**src/rtl/data_gen_pkg.sv**
```systemverilog
// Shared definitions for the packetised AXI-stream test data generator.
//   - data mode encodings (increment / constant / LFSR)
//   - generator FSM state encoding
//   - default Galois LFSR tap mask
package data_gen_pkg;

  localparam logic [1:0] MODE_INC   = 2'd0;
  localparam logic [1:0] MODE_CONST = 2'd1;
  localparam logic [1:0] MODE_LFSR  = 2'd2;
  // Encoding 2'd3 is reserved and behaves like MODE_CONST.

  localparam logic [31:0] LFSR_TAPS_DEFAULT = 32'h80200003;

  typedef enum logic [1:0] {
    IDLE = 2'd0,
    RUN  = 2'd1,
    GAP  = 2'd2,
    DONE = 2'd3
  } state_t;

endpackage

```
**src/rtl/data_gen_next.sv**
```systemverilog
// Combinational next-data-word function for the test data generator.
// Ports:
//   mode      in  2           data mode (MODE_INC / MODE_CONST / MODE_LFSR, 3 = const)
//   data      in  DATA_WIDTH  current data word
//   data_next out DATA_WIDTH  word that follows 'data' in the selected mode
module data_gen_next
  import data_gen_pkg::*;
#(
  parameter int                    DATA_WIDTH = 32,
  parameter logic [DATA_WIDTH-1:0] DATA_STEP  = DATA_WIDTH'(32'h01010101),
  parameter logic [DATA_WIDTH-1:0] LFSR_TAPS  = DATA_WIDTH'(LFSR_TAPS_DEFAULT)
) (
  input  logic [1:0]            mode,
  input  logic [DATA_WIDTH-1:0] data,
  output logic [DATA_WIDTH-1:0] data_next
);

  always_comb begin
    case (mode)
      MODE_INC:  data_next = data + DATA_STEP;  // wraps modulo 2^DATA_WIDTH
      // Galois form: shift right, fold the taps back in when a 1 falls out.
      MODE_LFSR: data_next = (data >> 1) ^ (data[0] ? LFSR_TAPS : '0);
      default:   data_next = data;              // constant and reserved modes
    endcase
  end

endmodule

```
**src/rtl/data_gen_pkt.sv**
```systemverilog
// Runtime-configurable AXI-stream test data source with packetisation.
// A start pulse in IDLE latches the configuration and streams num_samples_cfg
// beats, asserting out_last every pkt_len beats (and always on the final
// beat), inserting gap_cycles idle cycles after each packet, then pulsing done.
// Ports:
//   clock            in   system clock (rising edge)
//   reset            in   synchronous, active-high reset
//   start            in   begin a run (ignored unless idle)
//   mode             in   0 increment, 1 constant, 2 LFSR, 3 constant
//   num_samples_cfg  in   total beats in the run
//   pkt_len          in   beats per packet, 0 = one packet for the whole run
//   gap_cycles       in   idle cycles after each non-final packet
//   out_data/out_last/out_valid/out_ready  AXI-stream master
//   busy             out  run in progress
//   done             out  one-cycle pulse after the final beat is accepted
//   num_samples      out  beats accepted since the last start
module data_gen_pkt
  import data_gen_pkg::*;
#(
  parameter int                    DATA_WIDTH    = 32,
  parameter int                    SAMPLES_WIDTH = 32,
  parameter int                    PKT_WIDTH     = 16,
  parameter int                    GAP_WIDTH     = 8,
  parameter logic [DATA_WIDTH-1:0] DATA_START    = DATA_WIDTH'(32'h04030201),
  parameter logic [DATA_WIDTH-1:0] DATA_STEP     = DATA_WIDTH'(32'h01010101),
  parameter logic [DATA_WIDTH-1:0] LFSR_TAPS     = DATA_WIDTH'(32'h80200003)
) (
  input  logic                     clock,
  input  logic                     reset,
  input  logic                     start,
  input  logic [1:0]               mode,
  input  logic [SAMPLES_WIDTH-1:0] num_samples_cfg,
  input  logic [PKT_WIDTH-1:0]     pkt_len,
  input  logic [GAP_WIDTH-1:0]     gap_cycles,
  output logic [DATA_WIDTH-1:0]    out_data,
  output logic                     out_last,
  output logic                     out_valid,
  input  logic                     out_ready,
  output logic                     busy,
  output logic                     done,
  output logic [SAMPLES_WIDTH-1:0] num_samples
);

  state_t                   state_q,   state_d;
  logic [1:0]               mode_q,    mode_d;
  logic [SAMPLES_WIDTH-1:0] cfg_num_q, cfg_num_d;
  logic [PKT_WIDTH-1:0]     cfg_pkt_q, cfg_pkt_d;
  logic [GAP_WIDTH-1:0]     cfg_gap_q, cfg_gap_d;
  logic [PKT_WIDTH-1:0]     pkt_cnt_q, pkt_cnt_d;
  logic [GAP_WIDTH-1:0]     gap_cnt_q, gap_cnt_d;
  logic [DATA_WIDTH-1:0]    data_q,    data_d;
  logic                     last_q,    last_d;
  logic                     valid_q,   valid_d;
  logic                     busy_q,    busy_d;
  logic                     done_q,    done_d;
  logic [SAMPLES_WIDTH-1:0] num_q,     num_d;

  logic [DATA_WIDTH-1:0]    data_adv;
  logic [SAMPLES_WIDTH-1:0] remaining;
  logic [PKT_WIDTH-1:0]     pkt_cnt_nxt;
  logic                     xfer;

  data_gen_next #(
    .DATA_WIDTH (DATA_WIDTH),
    .DATA_STEP  (DATA_STEP),
    .LFSR_TAPS  (LFSR_TAPS)
  ) u_next (
    .mode      (mode_q),
    .data      (data_q),
    .data_next (data_adv)
  );

  assign xfer        = valid_q & out_ready;
  // Beats still owed, including the one currently presented.
  assign remaining   = cfg_num_q - num_q;
  // Packet-relative index of the beat after the current one; in RUN, last_q
  // set on a non-final beat means the current beat closes its packet.
  assign pkt_cnt_nxt = last_q ? '0 : pkt_cnt_q + PKT_WIDTH'(1);

  always_comb begin
    // NOTE: every next-value starts from its hold value, so no branch can
    // leave a signal unassigned and infer a latch.
    state_d   = state_q;
    mode_d    = mode_q;
    cfg_num_d = cfg_num_q;
    cfg_pkt_d = cfg_pkt_q;
    cfg_gap_d = cfg_gap_q;
    pkt_cnt_d = pkt_cnt_q;
    gap_cnt_d = gap_cnt_q;
    data_d    = data_q;
    last_d    = last_q;
    valid_d   = valid_q;
    busy_d    = busy_q;
    done_d    = 1'b0;
    num_d     = num_q;

    case (state_q)
      IDLE: begin
        if (start) begin
          mode_d    = mode;
          cfg_num_d = num_samples_cfg;
          cfg_pkt_d = pkt_len;
          cfg_gap_d = gap_cycles;
          num_d     = '0;
          pkt_cnt_d = '0;
          // An all-zero LFSR would lock up, so a zero seed becomes 1.
          data_d    = (mode == MODE_LFSR && DATA_START == '0) ? DATA_WIDTH'(1) : DATA_START;
          if (num_samples_cfg == '0) begin
            state_d = DONE;
            done_d  = 1'b1;
            busy_d  = 1'b0;
            last_d  = 1'b0;
          end else begin
            state_d = RUN;
            valid_d = 1'b1;
            busy_d  = 1'b1;
            last_d  = (num_samples_cfg == SAMPLES_WIDTH'(1)) || (pkt_len == PKT_WIDTH'(1));
          end
        end
      end

      RUN: begin
        if (xfer) begin
          num_d  = num_q + SAMPLES_WIDTH'(1);
          data_d = data_adv;
          if (remaining == SAMPLES_WIDTH'(1)) begin
            state_d = DONE;
            valid_d = 1'b0;
            last_d  = 1'b0;
            busy_d  = 1'b0;
            done_d  = 1'b1;
          end else begin
            pkt_cnt_d = pkt_cnt_nxt;
            // out_last is precomputed for the beat that follows.
            last_d    = (remaining == SAMPLES_WIDTH'(2)) ||
                        (cfg_pkt_q != '0 && pkt_cnt_nxt == cfg_pkt_q - PKT_WIDTH'(1));
            if (last_q && cfg_gap_q != '0) begin
              state_d   = GAP;
              valid_d   = 1'b0;
              gap_cnt_d = cfg_gap_q - GAP_WIDTH'(1);
            end
          end
        end
      end

      GAP: begin
        if (gap_cnt_q == '0) begin
          state_d = RUN;
          valid_d = 1'b1;
        end else begin
          gap_cnt_d = gap_cnt_q - GAP_WIDTH'(1);
        end
      end

      DONE: begin
        state_d = IDLE;
      end

      default: state_d = IDLE;
    endcase
  end

  always_ff @(posedge clock) begin
    // NOTE: non-blocking assignments, so every register here samples the
    // pre-edge values regardless of statement order.
    if (reset) begin
      state_q   <= IDLE;
      mode_q    <= MODE_INC;
      cfg_num_q <= '0;
      cfg_pkt_q <= '0;
      cfg_gap_q <= '0;
      pkt_cnt_q <= '0;
      gap_cnt_q <= '0;
      data_q    <= DATA_START;
      last_q    <= 1'b0;
      valid_q   <= 1'b0;
      busy_q    <= 1'b0;
      done_q    <= 1'b0;
      num_q     <= '0;
    end else begin
      state_q   <= state_d;
      mode_q    <= mode_d;
      cfg_num_q <= cfg_num_d;
      cfg_pkt_q <= cfg_pkt_d;
      cfg_gap_q <= cfg_gap_d;
      pkt_cnt_q <= pkt_cnt_d;
      gap_cnt_q <= gap_cnt_d;
      data_q    <= data_d;
      last_q    <= last_d;
      valid_q   <= valid_d;
      busy_q    <= busy_d;
      done_q    <= done_d;
      num_q     <= num_d;
    end
  end

  assign out_data    = data_q;
  assign out_last    = last_q;
  assign out_valid   = valid_q;
  assign busy        = busy_q;
  assign done        = done_q;
  assign num_samples = num_q;

endmodule

```
**config.mk**
```make
export PLATFORM = sky130hd
export DESIGN_NAME = data_gen_pkt
export DESIGN_NICKNAME = d
export VERILOG_FILES = /design/src/rtl/data_gen_pkg.sv /design/src/rtl/data_gen_next.sv /design/src/rtl/data_gen_pkt.sv
export SDC_FILE = /design/constraint.sdc
export NUM_CORES = 1
export LEC_CHECK = 0
export BUFFER_PORTS_ARGS = -buffer_cell sky130_fd_sc_hd__buf_2
export CORE_UTILIZATION = 50
export DETAILED_ROUTE_END_ITERATION = 10
export PLACE_DENSITY = 0.67
export SLEW_MARGIN = 10
export SYNTH_ARGS = -nofsm -noshare
export SYNTH_HDL_FRONTEND = slang
export SYNTH_SLANG_ARGS = --single-unit
```
**constraint.sdc**
```tcl
create_clock -name clock -period 5.4 [get_ports clock]
set_input_delay 0.54 -clock clock [delete_from_list [all_inputs] [get_ports clock]]
set_output_delay 0.54 -clock clock [all_outputs]
set_load 0.05 [all_outputs]
```
==> results of run 1 <==
worst reg2reg max path, cell delays in order, from the launching register on:
cell       delay (ns)
dfxtp_1          0.41
inv_1            0.09
ha_1             0.44
o211a_1          0.22
o31ai_1          0.13
a2111oi_0        0.96
o2111ai_1        0.29
mux2_2           0.33
nand4_1          0.15
a2111oi_4        0.39
nand4_4          0.25
a21oi_4          0.24
nor4b_2          0.25
a211oi_2         0.07
through the flow:
stage	cell area, µm²	setup WS (ns)	hold WS (ns)	std cells	total power [mW]
3_5_place_dp	11200	1.05	0.451	1769	3.27
5_1_grt	11800	0.710	0.343	1801	4.96
4_1_cts	11800	1.04	0.336	1801	4.67
6_report	11800	1.02	0.347	1801	4.68
2_1_floorplan	10400	1.01	0.436	1430	2.79
3_3_place_gp	11200	1.13	0.444	1769	3.26
flip-flops by register name (all words and copies together) (netlist names):
name	flops
pkt_cnt_q	16
gap_cnt_q	8
num_samples	32
cfg_pkt_q	16
mode_q	2
busy	1
out_last	1
state_q	2
done	1
out_valid	1
out_data	32
cfg_num_q	32
cfg_gap_q	8
kinds of logic after synthesis:
family,share of synthesized area (%)
XOR/XNOR,6.92
AND/OR/NAND/NOR,27.3
AO/OA/AOI/OAI,25.8
adder cells (fa/ha/maj),5.01
buffers and inverters,5.04
flip-flops,29.3
multiplexers,0.639
Yosys cell counts (7+ instances only):
cell type,instances,area [µm²]
a211oi_1,11,82.6
xnor2_1,58,508
o21ai_0,79,395
o31ai_1,7,52.6
buf_1,8,30.0
a22oi_1,12,90.1
nand2_1,238,893
ha_1,40,500
inv_1,62,233
or3_1,19,119
nand2b_1,11,68.8
o211ai_1,10,75.1
o21a_1,11,82.6
nand3_1,41,205
xor2_1,24,210
nand4_1,27,169
clkbuf_1,54,203
nor4_1,25,156
a31oi_1,10,62.6
and2_1,11,68.8
nor2b_1,9,56.3
o221ai_1,10,87.6
dfxtp_1,152,3040
nor3_1,36,180
a21o_1,9,67.6
a32oi_1,7,61.3
a22o_1,11,96.3
nor2_1,140,526
a21oi_1,138,691
o21ai_1,14,70.1
and3_1,20,125
power by group through the flow:
stage,clock [mW],combinational [mW],sequential [mW]
3_5_place_dp,0,1.92,1.35
2_1_floorplan,0,1.44,1.36
6_report,1.39,1.97,1.32
4_1_cts,1.41,1.94,1.32
5_1_grt,1.45,2.17,1.34
3_3_place_gp,0,1.92,1.34
path summary, 6_finish.rpt:
path,from,depth (start not counted),to
hold / removal,gap_cycles[2],3,cfg_gap_q[2]$_SDFFE_PP0P_
setup reg to reg,num_samples[3]$_SDFFE_PP0P_,13,state_q[0]$_SDFFE_PP0P_
hold reg to reg,cfg_num_q[29]$_SDFFE_PP0P_,2,cfg_num_q[29]$_SDFFE_PP0P_
setup / recovery,num_samples[3]$_SDFFE_PP0P_,13,state_q[0]$_SDFFE_PP0P_
metal layers:
layer	GRT usage, %	part of all wire (%)	vias to the layer above
met4	7.55	1.8	0
met3	4.91	7.1	38
li1	-	-	5308
met5	0	0	-
met2	45.2	44	369
met1	42.2	47	5073
area by class of cell:
class / instances / area (µm²) / area share (%)
Multi-Input combinational cell: 1146 / 6830 / 57.7
Sequential cell: 152 / 3040 / 25.7
Timing Repair Buffer: 138 / 716 / 6.05
Clock buffer: 19 / 433 / 3.66
Tap cell: 270 / 338 / 2.85
Clock inverter: 13 / 240 / 2.03
Inverter: 63 / 236 / 2.00
==> results.cfg, run 1 <==
[status]
status = complete, no violations

[sta]
period_minus_slack_ns = 4.38
finalMaxSlewViolations = 0
tns_ns = 0
setup_viol = 0
finalHoldViolCount = 0
rsz0062_at_grt = no
tightestPinTransition_ns = 1.09
fin_crit_sh_pct = 81.0
fmax_mhz = 229
slew_headroom_pct = 25.5
finClkSkew_ns = 0.0109

[power]
pwr-share-clk_pct = 29.7
switchingPower_mw = 1.89
p_sw_share_pct = 40.4
ir_worst_vdd_mv = 0.284
sequentialPowerShare_pct = 28.3
leakage_nw = 4.68
power_density_nw_per_um2 = 395
power_frac_comb_pct = 42.0
intPower_mw = 2.79

[finish]
nNetsFinal = 1621
final_util_pct = 58.3
final_common_cell = nand2_1
layout_common_cells = nand2_1 (237), dfxtp_1 (152), nor2_1 (139), a21oi_1 (138), buf_2 (128)
antenna_cells = 0
drive_gt1_share_pct = 13.1
n_fill_cell = 1927
syn2layout_area_growth_pct = 14.0

[critical_path]
end_kind = register
crit_buf_inv = 1
start_kind = register
worstPathArrival_ns = 4.65
crit_type = reg2reg
r2r_setup_slack_ns = 1.02
cp.required_ns = 5.67
crit_path_cell_trace = inv_1, ha_1, o211a_1, o31ai_1, a2111oi_0, o2111ai_1, mux2_2, nand4_1, a2111oi_4, nand4_4, a21oi_4, nor4b_2, a211oi_2
crit_family = compound AO/OA/AOI/OAI gates
slowest_delay_ns = 0.96
cpMaxStageDelayCell = a2111oi_0
critPathMaxFanout = 8

[clock_network]
postCtsSetupBuffers = 0
cts-buffers-inserted = 17
cts_tree = yes
clock_latency_ns = 0.43
htreeDepth = 4
clockRootBuffer = clkbuf_16
clock-sinks = 152
cts-resized-gates = 0
ctsHoldBuffers = 0
cts.clk_slew.worst_paths_ns = 0.06
clk_path_buf_depth = 2

[yosys]
yosys_warnings = 0
netlist_area_um2 = 10400
synth_seq_cells = 152
synth_cell_types = 91
synth_nets = 1533
yosysSeqAreaShare_pct = 29.3
syn_inst = 1430
synth-main-ff-cell = dfxtp_1
syn_area_per_cell_um2 = 7.26
async_flop_share_pct = 0
synth_edf_count = 0

[detailed_routing]
avgViaCountPerCell = 5.99
drt_iter0_drc = 772
ant_nets = 0
drtPass1Iterations = 6
wirelength_mm = 30.9
drc = 0
vias = 10800
wl_per_cell_um = 17.2

[min_path]
hold_path.class = in2reg

[die]
dieArea_um2 = 21300
rows = 52
boundaryPins = 130
start_util_pct = 51.2
fp.dieH_um = 146
fp.coreArea_um2 = 20300
die_x_um = 146

[grt]
antenna_found_initial = 0
grt_pass1_wl_mm = 50.7
grtUsageTotal_pct = 29.3
overflow = 0
grt_max_degree = 93
grt_pass1_vias = 9755

[placement]
io_buffers = 129
place_congestion = 0.961
dp_hpwl_mm = 22.6

[job]
maxCapViolCount = 0
No activity file was read; power rests on OpenSTA's default activity.
==> run 2, diff against run 1 <==
--- a/config.mk
+++ b/config.mk
@@ -8,7 +8,7 @@
 export BUFFER_PORTS_ARGS = -buffer_cell sky130_fd_sc_hd__buf_2
 export CORE_UTILIZATION = 50
 export DETAILED_ROUTE_END_ITERATION = 10
-export PLACE_DENSITY = 0.67
+export PLACE_DENSITY = 0.7
 export SLEW_MARGIN = 10
 export SYNTH_ARGS = -nofsm -noshare
 export SYNTH_HDL_FRONTEND = slang
==> constraint.sdc (replaced) <==
create_clock -name clock -period 3.61 [get_ports clock]
set_input_delay 0.361 -clock clock [delete_from_list [all_inputs] [get_ports clock]]
set_output_delay 0.361 -clock clock [all_outputs]
set_load 0.05 [all_outputs]
==> run 2 against run 1 <==
Effect of this change: the flow now finishes with violations (setup timing); via count increased by 6.7%; sequential power increased by 48%; clock-buffer cell count stayed put; critical path type unchanged; largest power group unchanged.
==> results.cfg, run 2 (synthesized netlist as in run 1, its figures left out) <==
[sta]
finalMaxSlewViolations = 0
fmax_mhz = 262
finalHoldViolCount = 0
fin_crit_sh_pct = 106
tightestPinTransition_ns = 0.765
setup_viol = 28
setup_slack_ns = -0.202
rsz0062_at_grt = yes
slew_headroom_pct = 48.6
finClkSkew_ns = 0.0148
period_minus_slack_ns = 3.81

[die]
fp.dieH_um = 146
start_util_pct = 51.2
boundaryPins = 130
fp.coreArea_um2 = 20300
rows = 52
die_x_um = 146
dieArea_um2 = 21300

[finish]
drive_gt1_share_pct = 25.4
stdcell_area_um2 = 13300
final_common_cell = nand2_1
antenna_cells = 0
instances_no_fill = 1975
regArea_um2 = 3080
nNetsFinal = 1795
layout_common_cells = nand2_1 (236), buf_4 (177), nor2_1 (139), dfxtp_1 (132), a21oi_1 (130)
n_fill_cell = 1855
syn2layout_area_growth_pct = 28.5
multi_input_area_um2 = 7110

[clock_network]
cts.clk_slew.worst_paths_ns = 0.07
clock_latency_ns = 0.44
cts_tree = yes
clockRootBuffer = clkbuf_16
htreeDepth = 4
clock-sinks = 152
cts-buffers-inserted = 17
ctsHoldBuffers = 0
clk_path_buf_depth = 2

[critical_path]
crit_type = reg2reg
end_kind = register
cp.required_ns = 3.92
start_kind = register
worstPathArrival_ns = 4.12
critPathMaxFanout = 5

[detailed_routing]
drtPass1Iterations = 6
wl_per_cell_um = 16.5
vias = 11500
ant_nets = 0
avgViaCountPerCell = 5.83
drc = 0
wirelength_mm = 32.7
drt_iter0_drc = 913

[grt]
antenna_found_initial = 0
overflow = 0
grt_pass1_vias = 10800
grtUsageTotal_pct = 31.0
grt_max_degree = 56
grt_pass1_wl_mm = 53.8

[status]
status = finished, violations left
failed_checks = setup timing

[power]
ir_worst_vdd_mv = 0.343
power_density_nw_per_um2 = 559
power_mw = 7.46
leakage_nw = 5.53

[job]
maxCapViolCount = 0

[placement]
dp.cells = 1929
dp_hpwl_mm = 24.1
dpl_cell_area_um2 = 12400
io_buffers = 129
place_congestion = 0.940

[min_path]
hold_path.class = in2reg
==> run 2: stage by stage <==
stage	hold WS, ns	TNS (ns)	setup WS (ns)	util (%)
2_1_floorplan	0.436	-3.64	-0.183	-
3_3_place_gp	0.447	-5.77	-0.286	61.3
3_5_place_dp	0.454	-8.91	-0.391	61.3
4_1_cts	0.148	-7.71	-0.320	64.4
5_1_grt	0.155	-8.39	-0.354	65.8
6_report	0.154	-3.97	-0.202	65.8
==> run 2: worst max-delay path: stages, from the launching register on <==
cell       delay (ns)
dfxtp_2          0.32
inv_2            0.07
ha_4             0.12
fa_2             0.18
and2b_2          0.25
o31a_4           0.30
nor2_4           0.12
mux2_4           0.31
or4_4            0.42
or4_4            0.51
a2111oi_4        0.19
buf_4            0.21
nand4_4          0.16
a21oi_4          0.23
mux2i_1          0.24
nor2_1           0.05
==> run 2: path summary, 6_finish.rpt <==
kind                              start                          to  slack (ns)  cells after the start
max           cfg_num_q[0]$_SDFFE_PP0P_     state_q[1]$_SDFFE_PP0P_       -0.20                     15
min                       gap_cycles[4]   cfg_gap_q[4]$_SDFFE_PP0P_        0.15                      3
max reg2reg   cfg_num_q[0]$_SDFFE_PP0P_     state_q[1]$_SDFFE_PP0P_       -0.20                     15
min reg2reg  cfg_num_q[24]$_SDFFE_PP0P_  cfg_num_q[24]$_SDFFE_PP0P_        0.46                      2
==> run 2: timing repair <==
item                                    in CTS  in global routing
pin swaps                                   12                 31
buffers inserted                             2                  9
hold endpoints to repair                     0                  0
endpoints found under the setup margin      30                 30
gates cloned                                 3                  0
resized for setup                           10                 39
==> run 2: report_power, final <==
part / switching, mW / total (mW) / leakage [nW] / internal [mW]
registers: 0.156 / 1.96 / 1.25 / 1.81
clock network: 0.804 / 1.72 / 0.269 / 0.916
logic: 2.16 / 3.77 / 4.01 / 1.61
==> run 2: area by class of cell <==
class | count | share of cell area [%]
repair buffers | 309 | 15.2
clock inverters | 13 | 0.825
well taps | 270 | 2.53
multi-input cells | 1149 | 53.3
clock buffers | 19 | 3.32
inverters | 63 | 1.77
flip-flops and latches | 152 | 23.1
==> run 2: metal layers <==
metal | vias up | track usage [%] | routed length [µm]
met5 | - | 0 | 0
met4 | 0 | 12.7 | 1030
met3 | 77 | 5.38 | 2070
met2 | 426 | 48.1 | 14300
met1 | 5341 | 42.4 | 15300
li1 | 5671 | - | -
